`src/rtl/seq_bam_mult.sv`:
```
// seq_bam_mult: sequential broken-array multiplier, one partial-product row per clock.
// Define SEQ_BAM_RUNTIME_CUT_EN to expose h_cut/v_cut; otherwise H_DEF/V_DEF are fixed.
module seq_bam_mult #(
    parameter int N     = 8,
    parameter int H_DEF = 3,
    parameter int V_DEF = 8,
    parameter int CW    = $clog2(2*N)+1
) (
    input  logic           clk,
    input  logic           rst,
    input  logic           in_valid,
    output logic           in_ready,
    input  logic [N-1:0]   a,
    input  logic [N-1:0]   b,
`ifdef SEQ_BAM_RUNTIME_CUT_EN
    input  logic [CW-1:0]  h_cut,
    input  logic [CW-1:0]  v_cut,
`endif
    output logic           out_valid,
    input  logic           out_ready,
    output logic [2*N-1:0] p
);
    typedef enum logic [1:0] {IDLE, RUN, DONE} state_t;
    localparam int JW = $clog2(N);
    localparam logic [CW-1:0] LN   = CW'(N);
    localparam logic [CW-1:0] LAST = CW'(N-1);
    state_t         r_state, w_next;
    logic [N-1:0]   r_a, r_b, w_row;
    logic [CW-1:0]  r_j, r_v, w_h, w_v;
    logic [2*N-1:0] r_acc;
`ifdef SEQ_BAM_RUNTIME_CUT_EN
    assign w_h = h_cut;
    assign w_v = v_cut;
`else
    assign w_h = CW'(H_DEF);
    assign w_v = CW'(V_DEF);
`endif
    // Row j keeps a[i] only where column i+j reaches the vertical cut
    always_comb begin
        w_row = '0;
        for (int i = 0; i < N; i++)
            w_row[i] = r_a[i] & r_b[r_j[JW-1:0]] & ((i + int'(r_j)) >= int'(r_v));
    end
    always_comb begin
        w_next = r_state;
        unique case (r_state)
            IDLE:    if (in_valid) w_next = (w_h < LN) ? RUN : DONE;
            RUN:     if (r_j == LAST) w_next = DONE;
            DONE:    if (out_ready) w_next = IDLE;
            default: w_next = IDLE;
        endcase
    end
    always_ff @(posedge clk) begin
        if (rst) r_state <= IDLE;
        else     r_state <= w_next;
    end
    always_ff @(posedge clk) begin
        if (rst) begin
            r_acc <= '0;
            r_j   <= '0;
            r_a   <= '0;
            r_b   <= '0;
            r_v   <= '0;
        end else if (r_state == IDLE && in_valid) begin
            r_a   <= a;
            r_b   <= b;
            r_v   <= w_v;
            r_j   <= w_h;
            r_acc <= '0;
        end else if (r_state == RUN) begin
            r_acc <= r_acc + ({{N{1'b0}}, w_row} << r_j);
            r_j   <= r_j + 1'b1;
        end
    end
    assign in_ready  = (r_state == IDLE);
    assign out_valid = (r_state == DONE);
    assign p         = r_acc;
endmodule

```
`config.mk`:
```
export PLATFORM = sky130hd
export DESIGN_NAME = seq_bam_mult
export DESIGN_NICKNAME = d
export VERILOG_FILES = /design/src/rtl/seq_bam_mult.sv
export SDC_FILE = /design/constraint.sdc
export NUM_CORES = 1
export LEC_CHECK = 0
export CAP_MARGIN = 10
export CORE_UTILIZATION = 55
export DETAILED_ROUTE_END_ITERATION = 10
export MAX_ROUTING_LAYER = met4
export PLACE_DENSITY_LB_ADDON = 0.15
export SETUP_SLACK_MARGIN = 0.2
export SLEW_MARGIN = 0
export SYNTH_ARGS = -nofsm -noshare
export SYNTH_HDL_FRONTEND = slang
export SYNTH_SLANG_ARGS = --single-unit
```
`constraint.sdc`:
```
create_clock -name clk -period 4.93 [get_ports clk]
set_input_delay 0.986 -clock clk [delete_from_list [all_inputs] [get_ports clk]]
set_output_delay 0.986 -clock clk [all_outputs]
set_load 0.1 [all_outputs]
```
Yosys cells after proc, flatten, opt, wreduce, memory -nomap -nowiden. Index checks and enable logic that the tools add are counted.

$add $sub $neg: 9. Multipliers: 0. Divide/modulo/power cells: 0. Order comparisons: 9. Equal/unequal tests: 6. Shift operators: 1. Mux-type cells: 8. Bitwise operators: 16. Reductions and logical operators: 5.

Operator list (count): 6-bit by 4-bit >= comparator with 1-bit output (7); 3-bit by 5-bit adder with 6-bit output (first input constant) (4); 16-bit adder (1); 1-bit bitwise AND (16); 8-bit by 5-bit left shift with 16-bit output (1); 2-bit by 5-bit adder with 6-bit output (first input constant) (2); 2-bit 2-to-1 mux (5); 1-bit by 5-bit adder with 6-bit output (first input constant) (1); 2-bit case mux with 3 select lines (1); 5-bit by 1-bit adder with 5-bit output (second input constant) (1); 5-bit by 3-bit equality test with 1-bit output (second input constant) (1); 5-bit by 4-bit >= comparator with 1-bit output (1); 3-bit by 4-bit less-than comparator with 1-bit output (second input constant) (1); 2-bit != test (second input constant) (2); 1-bit binary-select mux with 3-bit select (1); 3-bit AND reduction (1); 2-bit by 1-bit equality test with 1-bit output (second input constant) (1); 2-bit equality test (second input constant) (1); 2-bit zero test (1); 2-bit by 1-bit != test with 1-bit output (second input constant) (1); 2-bit nonzero test (1); 2-bit OR reduction (1); 1-bit logical AND (1); 1-bit 2-to-1 mux (1).

Register bits: 40. Bits in latches: 0. Bits in writable memories: 0. Memory bits (read-only): 0. Input bits: 20. Output and inout bits: 18. Logic and storage cells: 61. Memories kept: 0.

Depth between registers and ports, before layout.
Word-level depth: 6. Depth in mapped cells: 21. Depth with buffers taken out: 18.

Least setup slack after synthesis. OpenSTA, ideal clock, no wires.

Kind: register -> register. From: register r_j[1]. To: register r_acc[15] (netlist: p[15]). Setup time: 0.072 ns. Arrival: 4.394 ns. Required time: 4.858 ns. Path slack: 0.464 ns. Stages on the path, launching flop included: 22. Path buffers: 3. Clock period less this slack: 4.466 ns. Cells stage by stage: dfxtp_1 -> buf_2 -> buf_1 -> buf_1 -> o21ai_0 -> xnor2_1 -> ha_1 -> nand2_1 -> o2111ai_1 -> o211ai_1 -> a211o_1 -> o31ai_1 -> o21ai_0 -> o22ai_1 -> ha_1 -> a21oi_1 -> o21ai_0 -> a2111oi_2 -> o31ai_1 -> or2_2 -> mux2i_1 -> mux2i_1.

Cells in the longest elaborated chain, start to end: 6. Elaborated cells on any way between the ends: 35. Classes of those cells: add/sub: 8; order compare: 8; shift: 1; mux: 2; bitwise: 16.

Ends and longest elaborated chain: from (decl) (RTL line 29) `logic [CW-1:0] r_j, r_v, w_h, w_v;`; from (signal assigned) (RTL line 68) `r_j <= w_h;`; from (signal assigned) (RTL line 72) `r_j <= r_j + 1'b1;`; parallel branches: the longest is 4 deep, another holds 1-bit by 5-bit adder with 6-bit output; 8-bit by 5-bit left shift with 16-bit output * (RTL line 71) `r_acc <= r_acc + ({{N{1'b0}}, w_row} << r_j);`; 16-bit adder * (RTL line 71); to (signal assigned) (RTL line 71); to (decl) (RTL line 30) `logic [2*N-1:0] r_acc;`.

Mark *: on every way between the ends. The select of a mux whose other input is x is not followed. A chain may end at the register's enable or synchronous reset.

Final worst setup path.
From: register r_j[2]. To: register r_acc[15] (netlist: p[15]).

Same word-level chain as after synthesis.

==> results.py <==
metrics = {
    "placement": {
        "numPortBuffers": 37,
        "dp_cells": 550,
        "dp_slack_ps": 298,
        "globalplace.congestion": 0.928,
        "hpwl_um": 6940,
    },
    "critical_path": {
        "criticalPathCategory": "reg2reg",
        "crit_arrival_ps": 4650,
        "critPathRequiredTime_ps": 5160,
        "critPathMaxFanout": 19,
        "critical_path.endpoint_type": "flip-flop",
        "startpoint_type": "flip-flop",
    },
    "final_layout": {
        "layout.cells.non_filler": 559,
        "synthToLayoutAreaGrowth_pct": 18.0,
        "antenna_cells": 0,
        "drive_above_1_share_pct": 9.50,
        "nFillCells": 528,
        "final_nets": 535,
    },
    "detailed_routing": {
        "postRouteAntennaNets": 0,
        "drtIter0Drc": 404,
        "drt_wl_total_um": 9540,
        "via_per_inst": 6.24,
        "wl_per_cell_um": 17.1,
        "dr_total_vias": 3490,
        "drc": 0,
        "drtPass1Iterations": 5,
    },
    "floorplanning": {
        "die-area_sq_um": 6430,
        "fp.dieH_um": 80.2,
        "rows": 28,
        "initial_core_util_pct": 56.8,
        "core_sq_um": 5920,
        "io_pins": 38,
        "chipWidth_um": 80.2,
    },
    "synth": {
        "yosysTopAreaCell": "dfxtp_1",
        "synth_flop_cell": "dfxtp_1",
        "synth_edf_count": 0,
        "synth_seq_cells": 40,
        "yosysSeqAreaShare_pct": 23.8,
        "synth_area_leaders": "dfxtp_1 24%, ha_1 12%, nand2_1 9.4%",
        "synth_most_common_cell": "nand2_1",
        "async_flop_share_pct": 0,
        "synth_top_area_share_pct": 23.8,
        "synth_cell_type_count": 59,
        "synth_common_cells": "84 x nand2_1, 49 x a21oi_1, 40 x dfxtp_1, 31 x ha_1, 24 x nor2_1",
        "synthCells": 450,
        "avgSynthCellArea_sq_um": 7.47,
        "syn_nets": 502,
        "netlist_area_sq_um": 3360,
        "yosysWarnings": 0,
    },
    "clocking": {
        "cts-root-buf": "clkbuf_8",
        "clockBufferDepth": 2,
        "cts.sinks": 40,
        "htreeDepth": 2,
        "ctsHoldBuffers": 0,
        "cts_buffers": 5,
        "cts.clk_slew.worst_paths_ps": 80,
        "cts_tree": "built",
        "insertion_delay_ps": 300,
    },
    "pwr": {
        "ir_drop_v": 0.000162,
        "p_total_w": 0.000779,
        "p_leak_nw": 1.56,
        "powerDensity_nw_per_um2": 196,
    },
    "min_path": {
        "hold_path.class": "reg2reg",
    },
    "timing": {
        "setup_violations": 0,
        "period_share_pct": 89.6,
        "worst_slack_ps": 512,
        "clock.fmax_mhz": 226,
        "relSlewSlack_pct": 32.3,
        "min_period_ps": 4420,
        "hold_viol": 0,
        "finalClockSkew_ps": 6.50,
        "slew_violations": 0,
        "worst_hold_slack_ps": 457,
        "rsz0062_at_grt": "no",
        "tightest_slew_ps": 1020,
        "tns_ps": 0,
    },
    "global_routing": {
        "grt_start_max_net_pins": 25,
        "grt.overflow.total": 0,
        "antenna_found_initial": 0,
        "grt_pass1_vias": 3009,
        "track_usage_pct": 31.7,
        "grt_pass1_wl_um": 15100,
    },
    "run_status": {
        "status": "completed",
    },
    "run": {
        "maxCapViolCount": 0,
    },
}
-- metal layers --
metal	global-route usage (%)	share of wire (%)	vias up	wire length (um)
met1	44.6	48	1617	4580
met3	5.23	7.7	13	737
met4	6.61	1.3	0	123
met5	-	0	-	0
met2	47.4	43	163	4100
li1	-	-	1697	-
-- report_power, final --
group          internal, W  switching [W]  leakage [nW]  total, W
Combinational    0.0000733       0.000113          1.19  0.000186
Clock             0.000114       0.000129        0.0434  0.000242
Sequential        0.000335      0.0000157         0.326  0.000351
Total             0.000522       0.000257          1.56  0.000779
-- critical path: stages, from the launching register on --
cell,delay [ps]
dfxtp_1,340
buf_4,240
nand3_1,140
xnor2_1,150
ha_1,270
nand2_1,50
o221a_2,290
a21oi_1,110
o21ba_2,180
o32ai_2,300
a21oi_1,120
o32ai_1,280
ha_1,340
a21oi_1,230
o21ai_1,170
a2111oi_2,360
o31ai_1,150
or2_2,280
mux2i_1,160
mux2i_1,190
-- kinds of logic after synthesis --
logic type / synth area share [%]
adder cells (fa/ha/maj): 12.1
AO/OA/AOI/OAI: 27.2
XOR/XNOR: 5.47
multiplexers: 3.24
buffers and inverters: 5.28
flip-flops: 23.8
AND/OR/NAND/NOR: 22.9
-- timing repair --
action / CTS / global route
endpoints found under the setup margin: 0 / 5
setup buffers: 0 / 1
resized for setup: 0 / 9
-- path summary, 6_finish.rpt --
kind               start      to  slack, ps  cells past startpoint
setup / recovery  r_j[2]   p[15]        510                     19
hold / removal    r_b[5]  r_b[5]        460                      2
setup reg to reg  r_j[2]   p[15]        510                     19
hold reg to reg   r_b[5]  r_b[5]        460                      2
-- area by class of cell --
type / count / area (sq um) / area share, %
inverters: 17 / 63.8 / 1.61
repair buffers: 54 / 498 / 12.5
well taps: 75 / 93.8 / 2.36
flip-flops and latches: 40 / 803 / 20.2
clock buffers: 6 / 82.6 / 2.08
clock inverters: 2 / 15.0 / 0.378
multi-input cells: 365 / 2410 / 60.8
-- layout by cell type (no fill, tap or decap), types with 4 or more instances in the layout --
| cell | Yosys | layout |
|---|---|---|
| inv_1 | 16 | 16 |
| mux2i_1 | 6 | 6 |
| clkdlybuf4s50_1 | 0 | 37 |
| nand2_1 | 84 | 84 |
| o31ai_1 | 10 | 9 |
| a211o_1 | 4 | 4 |
| nand2b_1 | 4 | 4 |
| buf_4 | 0 | 17 |
| nor2_1 | 24 | 24 |
| a31oi_1 | 10 | 10 |
| dfxtp_1 | 40 | 38 |
| xnor2_1 | 18 | 18 |
| o211ai_1 | 6 | 6 |
| and3_1 | 5 | 5 |
| and4_1 | 4 | 4 |
| a21oi_1 | 49 | 49 |
| nand3_1 | 10 | 10 |
| nor4_1 | 5 | 4 |
| nor3_1 | 12 | 12 |
| a21o_1 | 10 | 10 |
| o21ai_0 | 14 | 13 |
| nand3b_1 | 4 | 4 |
| ha_1 | 31 | 29 |
| clkbuf_8 | 0 | 6 |
-- state kept, by name, summed over array words and instances, names as in the netlist --
name,flops
r_j,5
r_state,2
r_v,1
p,16
r_a,8
r_b,8
-- through the flow --
step | instance area, sq um | utilization [%]
6_report | 3970 | 67.1
3_5_place_dp | 3830 | 64.8
5_1_grt | 3970 | 67.1
3_3_place_gp | 3830 | 64.8
4_1_cts | 3930 | 66.4
2_1_floorplan | 3360 | -
Power figures use the tool's default switching activity.
